### config.mk
export PLATFORM = sky130hd
export DESIGN_NAME = inst_fetch_flat
export DESIGN_NICKNAME = d
export VERILOG_FILES = /design/src/rtl/inst_fetch_if.sv /design/src/rtl/inst_fetch.sv /design/src/flat_wrapper.sv
export SDC_FILE = /design/constraint.sdc
export NUM_CORES = 1
export LEC_CHECK = 0
export ABC_AREA = 1
export CAP_MARGIN = 5
export CORE_MARGIN = 3
export CORE_UTILIZATION = 68
export DETAILED_ROUTE_END_ITERATION = 6
export DONT_BUFFER_PORTS = 1
export PLACE_DENSITY = 0.89
export SYNTH_ARGS = -nofsm -noshare
export SYNTH_HDL_FRONTEND = slang
export SYNTH_SLANG_ARGS = --single-unit
### constraint.sdc
create_clock -name clk -period 4.2 [get_ports clk]
set_clock_uncertainty 0.1 [all_clocks]
set_input_delay 0.63 -clock clk [delete_from_list [all_inputs] [get_ports clk]]
set_output_delay 0.63 -clock clk [all_outputs]
set_load 0.02 [all_outputs]
### src/rtl/inst_fetch_if.sv
// Fetch-stage bundle: instruction-memory handshake, held-instruction output
// toward the decoder, and the redirect path from execute.
interface inst_fetch_if;
    logic        imem_req;
    logic [31:0] imem_addr;
    logic        imem_ready;
    logic        imem_rvalid;
    logic [31:0] imem_rdata;
    logic [31:0] inst;
    logic [31:0] pc_out;
    logic        inst_valid;
    logic        inst_ack;
    logic        redirect;
    logic [31:0] redirect_target;
    logic        misalign_err;

    modport master (
        output imem_req, imem_addr, inst, pc_out, inst_valid, misalign_err,
        input  imem_ready, imem_rvalid, imem_rdata, inst_ack, redirect, redirect_target
    );

    modport slave (
        input  imem_req, imem_addr, inst, pc_out, inst_valid, misalign_err,
        output imem_ready, imem_rvalid, imem_rdata, inst_ack, redirect, redirect_target
    );
endinterface

### src/rtl/inst_fetch.sv
// Instruction-fetch stage: owns the PC, fetches one word at a time from
// instruction memory and holds it until the decoder acknowledges it.
module inst_fetch #(
    parameter logic [31:0] RESET_PC = 32'h0000_0000,
    parameter logic [31:0] NOP_INST = 32'h0000_0013
) (
    input  logic         clk,
    input  logic         reset,
    inst_fetch_if.master bus
);
    typedef enum logic [1:0] {REQ, WAIT, HOLD, DRAIN} state_t;

    state_t      state_q;
    logic [31:0] pc_q;
    logic [31:0] inst_q;
    logic [31:0] pc_out_q;
    logic        inst_valid_q;
    logic        misalign_q;

    logic [31:0] pc_plus4_d;
    logic        target_aligned_d;

    assign pc_plus4_d       = pc_q + 32'd4;
    assign target_aligned_d = (bus.redirect_target[1:0] == 2'b00);

    assign bus.imem_req     = (state_q == REQ);
    assign bus.imem_addr    = pc_q;
    assign bus.inst         = inst_q;
    assign bus.pc_out       = pc_out_q;
    assign bus.inst_valid   = inst_valid_q;
    assign bus.misalign_err = misalign_q;

    always_ff @(posedge clk) begin
        if (reset) begin
            state_q      <= REQ;
            pc_q         <= RESET_PC;
            inst_q       <= NOP_INST;
            pc_out_q     <= RESET_PC;
            inst_valid_q <= 1'b0;
            misalign_q   <= 1'b0;
        end else if (bus.redirect && !target_aligned_d) begin
            // A misaligned target is rejected outright; everything else freezes.
            misalign_q <= 1'b1;
        end else if (bus.redirect) begin
            pc_q       <= {bus.redirect_target[31:2], 2'b00};
            misalign_q <= 1'b0;
            case (state_q)
                REQ:   if (bus.imem_ready) state_q <= DRAIN;
                WAIT:  state_q <= bus.imem_rvalid ? REQ : DRAIN;
                HOLD: begin
                    inst_valid_q <= 1'b0;
                    inst_q       <= NOP_INST;
                    state_q      <= REQ;
                end
                DRAIN: if (bus.imem_rvalid) state_q <= REQ;
                default: state_q <= REQ;
            endcase
        end else begin
            case (state_q)
                REQ:   if (bus.imem_ready) state_q <= WAIT;
                WAIT: begin
                    if (bus.imem_rvalid) begin
                        inst_q       <= bus.imem_rdata;
                        pc_out_q     <= pc_q;
                        inst_valid_q <= 1'b1;
                        state_q      <= HOLD;
                    end
                end
                HOLD: begin
                    if (bus.inst_ack) begin
                        pc_q         <= pc_plus4_d;
                        inst_valid_q <= 1'b0;
                        inst_q       <= NOP_INST;
                        state_q      <= REQ;
                    end
                end
                // The stale response belongs to a fetch abandoned by a redirect.
                DRAIN: if (bus.imem_rvalid) state_q <= REQ;
                default: state_q <= REQ;
            endcase
        end
    end
endmodule

### src/flat_wrapper.sv
// flat-port wrapper written by rule: the top's interface ports become plain ports
module inst_fetch_flat 
#(
    parameter logic [31:0] RESET_PC = 32'h0000_0000,
    parameter logic [31:0] NOP_INST = 32'h0000_0013
)
  (clk, reset, bus_imem_req, bus_imem_addr, bus_inst, bus_pc_out, bus_inst_valid, bus_misalign_err, bus_imem_ready, bus_imem_rvalid, bus_imem_rdata, bus_inst_ack, bus_redirect, bus_redirect_target);
  inst_fetch_if bus_i ();
  input  logic clk;
  input  logic reset;
  output wire logic [$bits(bus_i.imem_req)-1:0] bus_imem_req;
  output wire logic [$bits(bus_i.imem_addr)-1:0] bus_imem_addr;
  output wire logic [$bits(bus_i.inst)-1:0] bus_inst;
  output wire logic [$bits(bus_i.pc_out)-1:0] bus_pc_out;
  output wire logic [$bits(bus_i.inst_valid)-1:0] bus_inst_valid;
  output wire logic [$bits(bus_i.misalign_err)-1:0] bus_misalign_err;
  input wire logic [$bits(bus_i.imem_ready)-1:0] bus_imem_ready;
  input wire logic [$bits(bus_i.imem_rvalid)-1:0] bus_imem_rvalid;
  input wire logic [$bits(bus_i.imem_rdata)-1:0] bus_imem_rdata;
  input wire logic [$bits(bus_i.inst_ack)-1:0] bus_inst_ack;
  input wire logic [$bits(bus_i.redirect)-1:0] bus_redirect;
  input wire logic [$bits(bus_i.redirect_target)-1:0] bus_redirect_target;
  assign bus_imem_req = bus_i.imem_req;
  assign bus_imem_addr = bus_i.imem_addr;
  assign bus_inst = bus_i.inst;
  assign bus_pc_out = bus_i.pc_out;
  assign bus_inst_valid = bus_i.inst_valid;
  assign bus_misalign_err = bus_i.misalign_err;
  assign bus_i.imem_ready = bus_imem_ready;
  assign bus_i.imem_rvalid = bus_imem_rvalid;
  assign bus_i.imem_rdata = bus_imem_rdata;
  assign bus_i.inst_ack = bus_inst_ack;
  assign bus_i.redirect = bus_redirect;
  assign bus_i.redirect_target = bus_redirect_target;
  inst_fetch #(.RESET_PC(RESET_PC), .NOP_INST(NOP_INST)) u_core (.clk(clk), .reset(reset), .bus(bus_i));
endmodule
==> summary.txt, run 1 <==
Outcome
  – Outcome: finished, final reports clean

Global routing
  – Pin count of the biggest net entering global routing: 60
  – Vias in the first global route: 4114
  – Total grt overflow: 0
  – Initial antenna violation count: 0
  – First-pass GRT wire length: 18700 µm
  – Overall Global Routing Usage: 30.3%

Timing
  – Max Slew Vio Count: 0
  – Worst-margin pin slew: 0.872 ns
  – Achievable Freq: 385 MHz
  – RSZ-0062 raised after global routing: no
  – Final hold slack: 0.232 ns
  – Period utilization: 61.9%
  – Tmin final: 2.60 ns
  – Rel. slew slack: 41.8%
  – TNS Setup: 0 ns
  – Final setup fails: 0
  – Final Hold Fails: 0

Synthesis
  – Sequential share of the synthesized area: 41.8%
  – Area fraction in compound gates after synthesis: 17.8%
  – Simple-gate share of the synthesized area: 30.4%
  – Largest family of logic cells by synthesized area: simple AND/OR/NAND/NOR gates
  – Cell taking the most area after synthesis: dfxtp_1
  – Mapped cell area: 0.00460 mm²
  – Post-synth top cells: nand2_1, nor2_1, dfxtp_1, a21oi_1, o21ai_0
  – Xor and xnor fraction of the mapped netlist area: 0.190%
  – Avg Cell Area, Syn: 6.57 µm²
  – Yosys warning total: 0
  – Dominant synthesized flop cell: dfxtp_1
  – Synth Area in Adders: 1.63%
  – Unique masters post-synth: 30
  – #FFs+latches synth: 96
  – Count leader, synth: nand2_1
  – Cells after Synth: 700
  – Area share of the largest cell type after synthesis: 41.8%
  – Synth top area cells: dfxtp_1, nand2_1, nor2_1
  – EDFF count, synth: 0
  – FFs w/ async S/R, synth: 0%
  – Post-synthesis mux area share: 0%

Final layout
  – ANT cells: 0
  – Fin nets: 751
  – P&R area growth vs syn: 3.35%
  – Final core occ: 73.6%
  – Final Non-Filler Cells: 757
  – Layout cells sized above 1: 4.85%

Worst setup path
  – Worst Setup End Kind: flop
  – Worst EP arrival: 2.79 ns
  – Largest delay share family, worst path: buffers and inverters
  – Bufs and invs on worst path: 3
  – Critical-path maximum fanout: 38
  – CP Cell Sequence: inv_2 -> nand3_1 -> inv_1 -> buf_4 -> o21ai_0 -> a21oi_1
  – Setup crit start kind: input port
  – CP Class: in2reg
  – CP Data Required Time: 4.39 ns
  – CP max-delay cell: inv_1
  – Worst path max stage delay: 0.56 ns

Clock network
  – Setup Buffers After CTS: 0
  – Post-CTS sizing: 0
  – Reg clk slew, reported paths: 0.09 ns
  – TritonCTS buffer count: 9
  – Worst skew pair latency: 0.36 ns
  – # clock sinks: 96
  – CTS root buffer: clkbuf_8
  – Bufs on Longest Clock Path: 2
  – CTS tree: done
  – CTS H-tree depth: 3
  – Post-CTS Hold Buffers: 0

Placed design
  – Port buffer count: 0
  – Post-detail-place hpwl: 8620 µm
  – GP Congestion: 0.924
  – Placed insts: 741

Power
  – Power Dens Cells: 417 mW/mm²
  – P_int: 0.00142 W
  – Clock share of power: 35.3%
  – Peak supply drop: 0.286 mV
  – Switching pwr: 0.000568 W
  – Reg power frac: 54.1%
  – Final Power: 0.00198 W
  – Switch share: 28.7%
  – P_leak: 1.70 nW
  – Comb power frac: 10.5%

Floorplan
  – Die area: 0.00779 mm²
  – Die Width: 88.2 µm
  – Starting Density: 71.2%
  – Die H: 88.2 µm
  – Top Ports: 169
  – Core Box Area: 0.00646 mm²
  – Rows: 29

Route
  – Via count: 4457
  – Avg WL per Cell: 15.7 µm
  – Final wirelength: 11900 µm
  – Routed Antenna Nets: 0
  – Initial DRC count: 379
  – Vias per cell: 5.89
  – DRT Pass-1 Iters: 5
  – DRC Markers: 0

Hold path
  – Min-delay worst type: in2reg

Run
  – MaxCap Viol Count: 0
[flip-flops by register name, summed over array words and instances, names as in the netlist]
register                 flops
u_core.bus.inst             32
u_core.bus.imem_addr        30
u_core.bus.pc_out           30
u_core.state_q               2
u_core.bus.inst_valid        1
u_core.bus.misalign_err      1
[metrics by stage]
| stage | instance area [µm²] | setup slack, ns |
|---|---|---|
| 2_1_floorplan | 4610 | 2.25 |
| 3_3_place_gp | 4510 | 1.33 |
| 3_5_place_dp | 4510 | 1.24 |
| 4_1_cts | 4750 | 1.63 |
| 5_1_grt | 4750 | 1.32 |
| 6_report | 4750 | 1.60 |
[kinds of logic (layout without fill, tap and decap cells)]
| group | after synthesis | count (layout) |
|---|---|---|
| other cells | 1 | 4 |
| fa+ha+maj | 6 | 6 |
| buf+inv | 84 | 61 |
| xor+xnor | 1 | 1 |
| flops | 96 | 96 |
| compound gates | 154 | 154 |
| simple gates | 358 | 358 |
[layer usage]
metal  vias to the layer above  GRT usage [%]  wire length (µm)
met5                         -              0                 0
met4                         0           13.3               386
met3                        36           10.9              1540
met2                       252           50.3              5470
met1                      1986           35.1              4510
li1                       2183              -                 -
[final cells by class]
type | instances | area (µm²)
clock buffers | 12 | 165
flip-flops and latches | 96 | 1920
multi-input cells | 523 | 2320
clock inverters | 4 | 73.8
repair buffers | 2 | 15.0
inverters | 43 | 163
well taps | 77 | 96.3
fillers | 521 | 1710
[final timing paths]
check / startpoint / endpoint / slack, ns / cells past startpoint
hold reg to reg: u_core.bus.inst[14] / u_core.bus.inst[14] / 0.47 / 2
setup / recovery: bus_redirect / u_core.bus.pc_out[27] / 1.60 / 6
setup reg to reg: u_core.state_q[0] / u_core.bus.imem_addr[15] / 1.70 / 10
hold / removal: reset / u_core.bus.imem_addr[29] / 0.23 / 1
[worst register-to-register path, cell delays in order (launching register included)]
cell and delay, ns:
dfxtp_1 0.42, inv_1 0.12, ha_1 0.25, nor2_1 0.21, nor2_1 0.07, nand2_1 0.07, buf_4 0.29, inv_1 0.44
o21ai_0 0.25, nand2_1 0.07, a21oi_1 0.14
[cell usage in the layout, fill, tap and decap left out, drive strengths merged]
cell / n
or3: 1
a31oi: 5
ha: 6
clkbuf: 12
o211ai: 1
nor3: 3
and2: 1
inv: 43
bufinv: 2
xnor2: 1
dfxtp: 96
a22o: 1
a21oi: 81
nor2: 102
buf: 2
or2: 1
clkinv: 2
a21o: 1
conb: 4
o31ai: 2
nand2: 219
o21ai: 63
nand3: 31
[power by group through the flow]
| stage | clock [W] | sequential, W | combinational (W) |
|---|---|---|---|
| finish | 0.000701 | 0.00107 | 0.000209 |
| global route | 0.000750 | 0.00108 | 0.000241 |
| CTS | 0.000704 | 0.00107 | 0.000209 |
| detailed placement | 0 | 0.00109 | 0.000206 |
| global placement | 0 | 0.00109 | 0.000194 |
| floorplan | 0 | 0.00108 | 0.000196 |
No activity file was read; power rests on OpenSTA's default activity.
==> run 2, diff against run 1 <==
CORE_UTILIZATION = 57   (was 68)
PLACE_DENSITY = 0.8   (was 0.89)
clock period = 2.3 ns   (was 4.2 ns; I/O delays follow)
==> run 2 against run 1 <==
Total power up 90%. Count of clock-buffer cells in the layout down 1. Worst hold slack worse by 0.22 ns. Sequential power up 81%. Via count up 0.74%. Global-route usage down 4.0 points. Worst setup slack worse by 1.4 ns. Routed wire length up 5.5%. Sequential share of layout area down 1.7 points. Die area up 18%. Non-clock buffer count up 18. Final area up 4.5%.
==> summary.txt, run 2 (synthesized netlist as in run 1, its figures left out) <==
Floorplan
  – Core Box Area: 0.00777 mm² (was 0.00646 mm²)
  – Die area: 0.00918 mm² (was 0.00779 mm²)
  – Starting Density: 59.2% (was 71.2%)
  – Die Width: 95.8 µm (was 88.2 µm)
  – Die H: 95.8 µm (was 88.2 µm)
  – Rows: 32 (was 29)
  – Top Ports: 169 (unchanged)

Placed design
  – GP Congestion: 0.926 (was 0.924)
  – Port buffer count: 0 (unchanged)
  – Pre-CTS setup slack: 0.200 ns (was 1.24 ns)
  – Post-detail-place hpwl: 9010 µm (was 8620 µm)

Timing
  – TNS Setup: 0 ns (unchanged)
  – RSZ-0062 raised after global routing: no (unchanged)
  – Period utilization: 89.9%
  – Max Slew Vio Count: 0 (unchanged)
  – Achievable Freq: 483 MHz
  – Worst-margin pin slew: 0.529 ns (was 0.872 ns)
  – Final Hold Fails: 0 (unchanged)
  – Final WS setup: 0.231 ns (was 1.60 ns)
  – Rel. slew slack: 64.6% (was 41.8%)
  – Tmin final: 2.07 ns
  – Final setup fails: 0 (unchanged)

Power
  – Peak supply drop: 0.408 mV (was 0.286 mV)
  – Switching pwr: 0.00109 W (was 0.000568 W)
  – P_int: 0.00269 W (was 0.00142 W)
  – Reg power frac: 51.3% (was 54.1%)
  – Power Dens Cells: 760 mW/mm² (was 417 mW/mm²)
  – Clock share of power: 36.4% (was 35.3%)
  – Switch share: 28.8% (was 28.7%)
  – Comb power frac: 12.3% (was 10.5%)
  – P_leak: 1.79 nW (was 1.70 nW)

Final layout
  – Layout cells sized above 1: 7.58% (was 4.85%)
  – Fill count: 708 (was 521)
  – ANT cells: 0 (unchanged)
  – Most frequent cells in the layout: nand2_1, nor2_1, dfxtp_1, a21oi_1, o21ai_0 (unchanged)
  – Fin nets: 770 (was 751)
  – Leading cell type in the layout, fill and taps excluded: nand2_1 (unchanged)
  – Largest register FFs: 32 (unchanged)
  – P&R area growth vs syn: 7.97% (was 3.35%)

Worst setup path
  – CP max-delay cell: dfxtp_1 (was inv_1)
  – Bufs and invs on worst path: 0 (was 3)
  – Worst Setup End Kind: flop (unchanged)
  – CP Data Required Time: 2.44 ns (was 4.39 ns)
  – Critical-path maximum fanout: 7 (was 38)
  – CP Class: reg2reg (was in2reg)
  – Setup crit start kind: flop (was input port)
  – CP Cell Sequence: nand2_1 -> nor2_1 -> nand2_1 -> nor2_1 -> nand2_1 -> nand2_1 -> nand3_1 -> nand2_1 -> a21oi_1 (was inv_2 -> nand3_1 -> inv_1 -> buf_4 -> o21ai_0 -> a21oi_1)
  – Worst path max stage delay: 0.57 ns (was 0.56 ns)
  – Largest delay share family, worst path: simple AND/OR/NAND/NOR gates (was buffers and inverters)
  – Most used cell, CP: nand2_1
  – Worst EP arrival: 2.21 ns (was 2.79 ns)

Hold path
  – Min-delay worst type: in2reg (unchanged)

Clock network
  – Worst skew pair latency: 0.36 ns (about the same)
  – CTS root buffer: clkbuf_8 (unchanged)
  – CTS tree: done (unchanged)
  – CTS H-tree depth: 3 (unchanged)
  – Reg clk slew, reported paths: 0.10 ns (was 0.09 ns)
  – Bufs on Longest Clock Path: 2 (unchanged)
  – # clock sinks: 96 (unchanged)
  – TritonCTS buffer count: 9 (unchanged)

Run
  – MaxCap Viol Count: 0 (unchanged)

Global routing
  – Initial antenna violation count: 0 (unchanged)
  – First-pass GRT wire length: 18900 µm (was 18700 µm)
  – Overall Global Routing Usage: 26.3% (was 30.3%)
  – Pin count of the biggest net entering global routing: 59 (was 60)
  – Vias in the first global route: 3978 (was 4114)
  – Total grt overflow: 0 (unchanged)

Route
  – Initial DRC count: 227 (was 379)
  – Vias per cell: 5.61 (was 5.89)
  – Avg WL per Cell: 15.7 µm (about the same)
  – Via count: 4490 (was 4457)
  – Final wirelength: 12600 µm (was 11900 µm)
  – Routed Antenna Nets: 0 (unchanged)
  – DRC Markers: 0 (unchanged)
  – DRT Pass-1 Iters: 5 (unchanged)

Outcome
  – Outcome: finished, final reports clean (unchanged)
-- run 2: cell count changes in the layout (fill, tap and decap cells not counted), sizes merged --
cell,change
buf,+18
clkinvlp,+3
bufinv,+1
inv,-2
clkbuf,-1
-- run 2: metrics by stage --
step	power [W]	cell area [µm²]	hold slack [ns]	util, %	instances
after floorplan	0.00232	4610	0.388	-	703
after global placement	0.00238	4670	0.315	60.1	782
after detailed placement	0.00240	4670	0.318	60.1	782
after CTS	0.00377	4950	0.00516	63.7	799
after global routing	0.00393	4970	0.00938	63.9	801
final	0.00377	4970	0.0172	63.9	801
-- run 2: final timing paths --
check	startpoint	to	slack, ns	cells after the start
worst max-delay path	u_core.bus.imem_addr[4]	u_core.bus.imem_addr[19]	0.23	9
worst min-delay path	bus_imem_rdata[21]	u_core.bus.inst[21]	0.02	2
worst max register to register	u_core.bus.imem_addr[4]	u_core.bus.imem_addr[19]	0.23	9
worst min register to register	u_core.bus.imem_addr[9]	u_core.bus.imem_addr[9]	0.42	2
-- run 2: layout make-up --
class	instances	area [µm²]	area share, %
timing repair inverter	1	7.51	0.151
clock buffer	11	151	3.05
tap	102	128	2.57
clock inverter	5	103	2.07
sequential	96	1920	38.7
timing repair buffer	20	170	3.43
multi-input combinational	523	2320	46.7
inverter	43	166	3.35
-- run 2: power groups by stage --
stage | registers [W] | logic [W] | clock network (W)
after floorplan | 0.00197 | 0.000357 | 0
after global placement | 0.00197 | 0.000411 | 0
after detailed placement | 0.00198 | 0.000428 | 0
after CTS | 0.00194 | 0.000451 | 0.00139
after global routing | 0.00195 | 0.000525 | 0.00145
final | 0.00194 | 0.000464 | 0.00137
-- run 2: timing repair --
action / 4_1_cts / 5_1_grt
hold buffers: 1 / 0
gates resized for setup: 0 / 2
endpoints found under the hold margin: 58 / 0
endpoints found under the setup margin: 0 / 11
setup buffers: 0 / 1
-- run 2: routing by layer --
layer	track usage (%)	routed length [µm]
met5	0	0
met4	9.60	237
met3	9.77	1460
met2	42.3	5840
met1	32.2	5030
==> run 3, diff against run 2 <==
TNS_END_PERCENT = 50   (was not set)
==> results of run 3 <==
The final DEF is identical to that of run 2; final timing and power are the same.
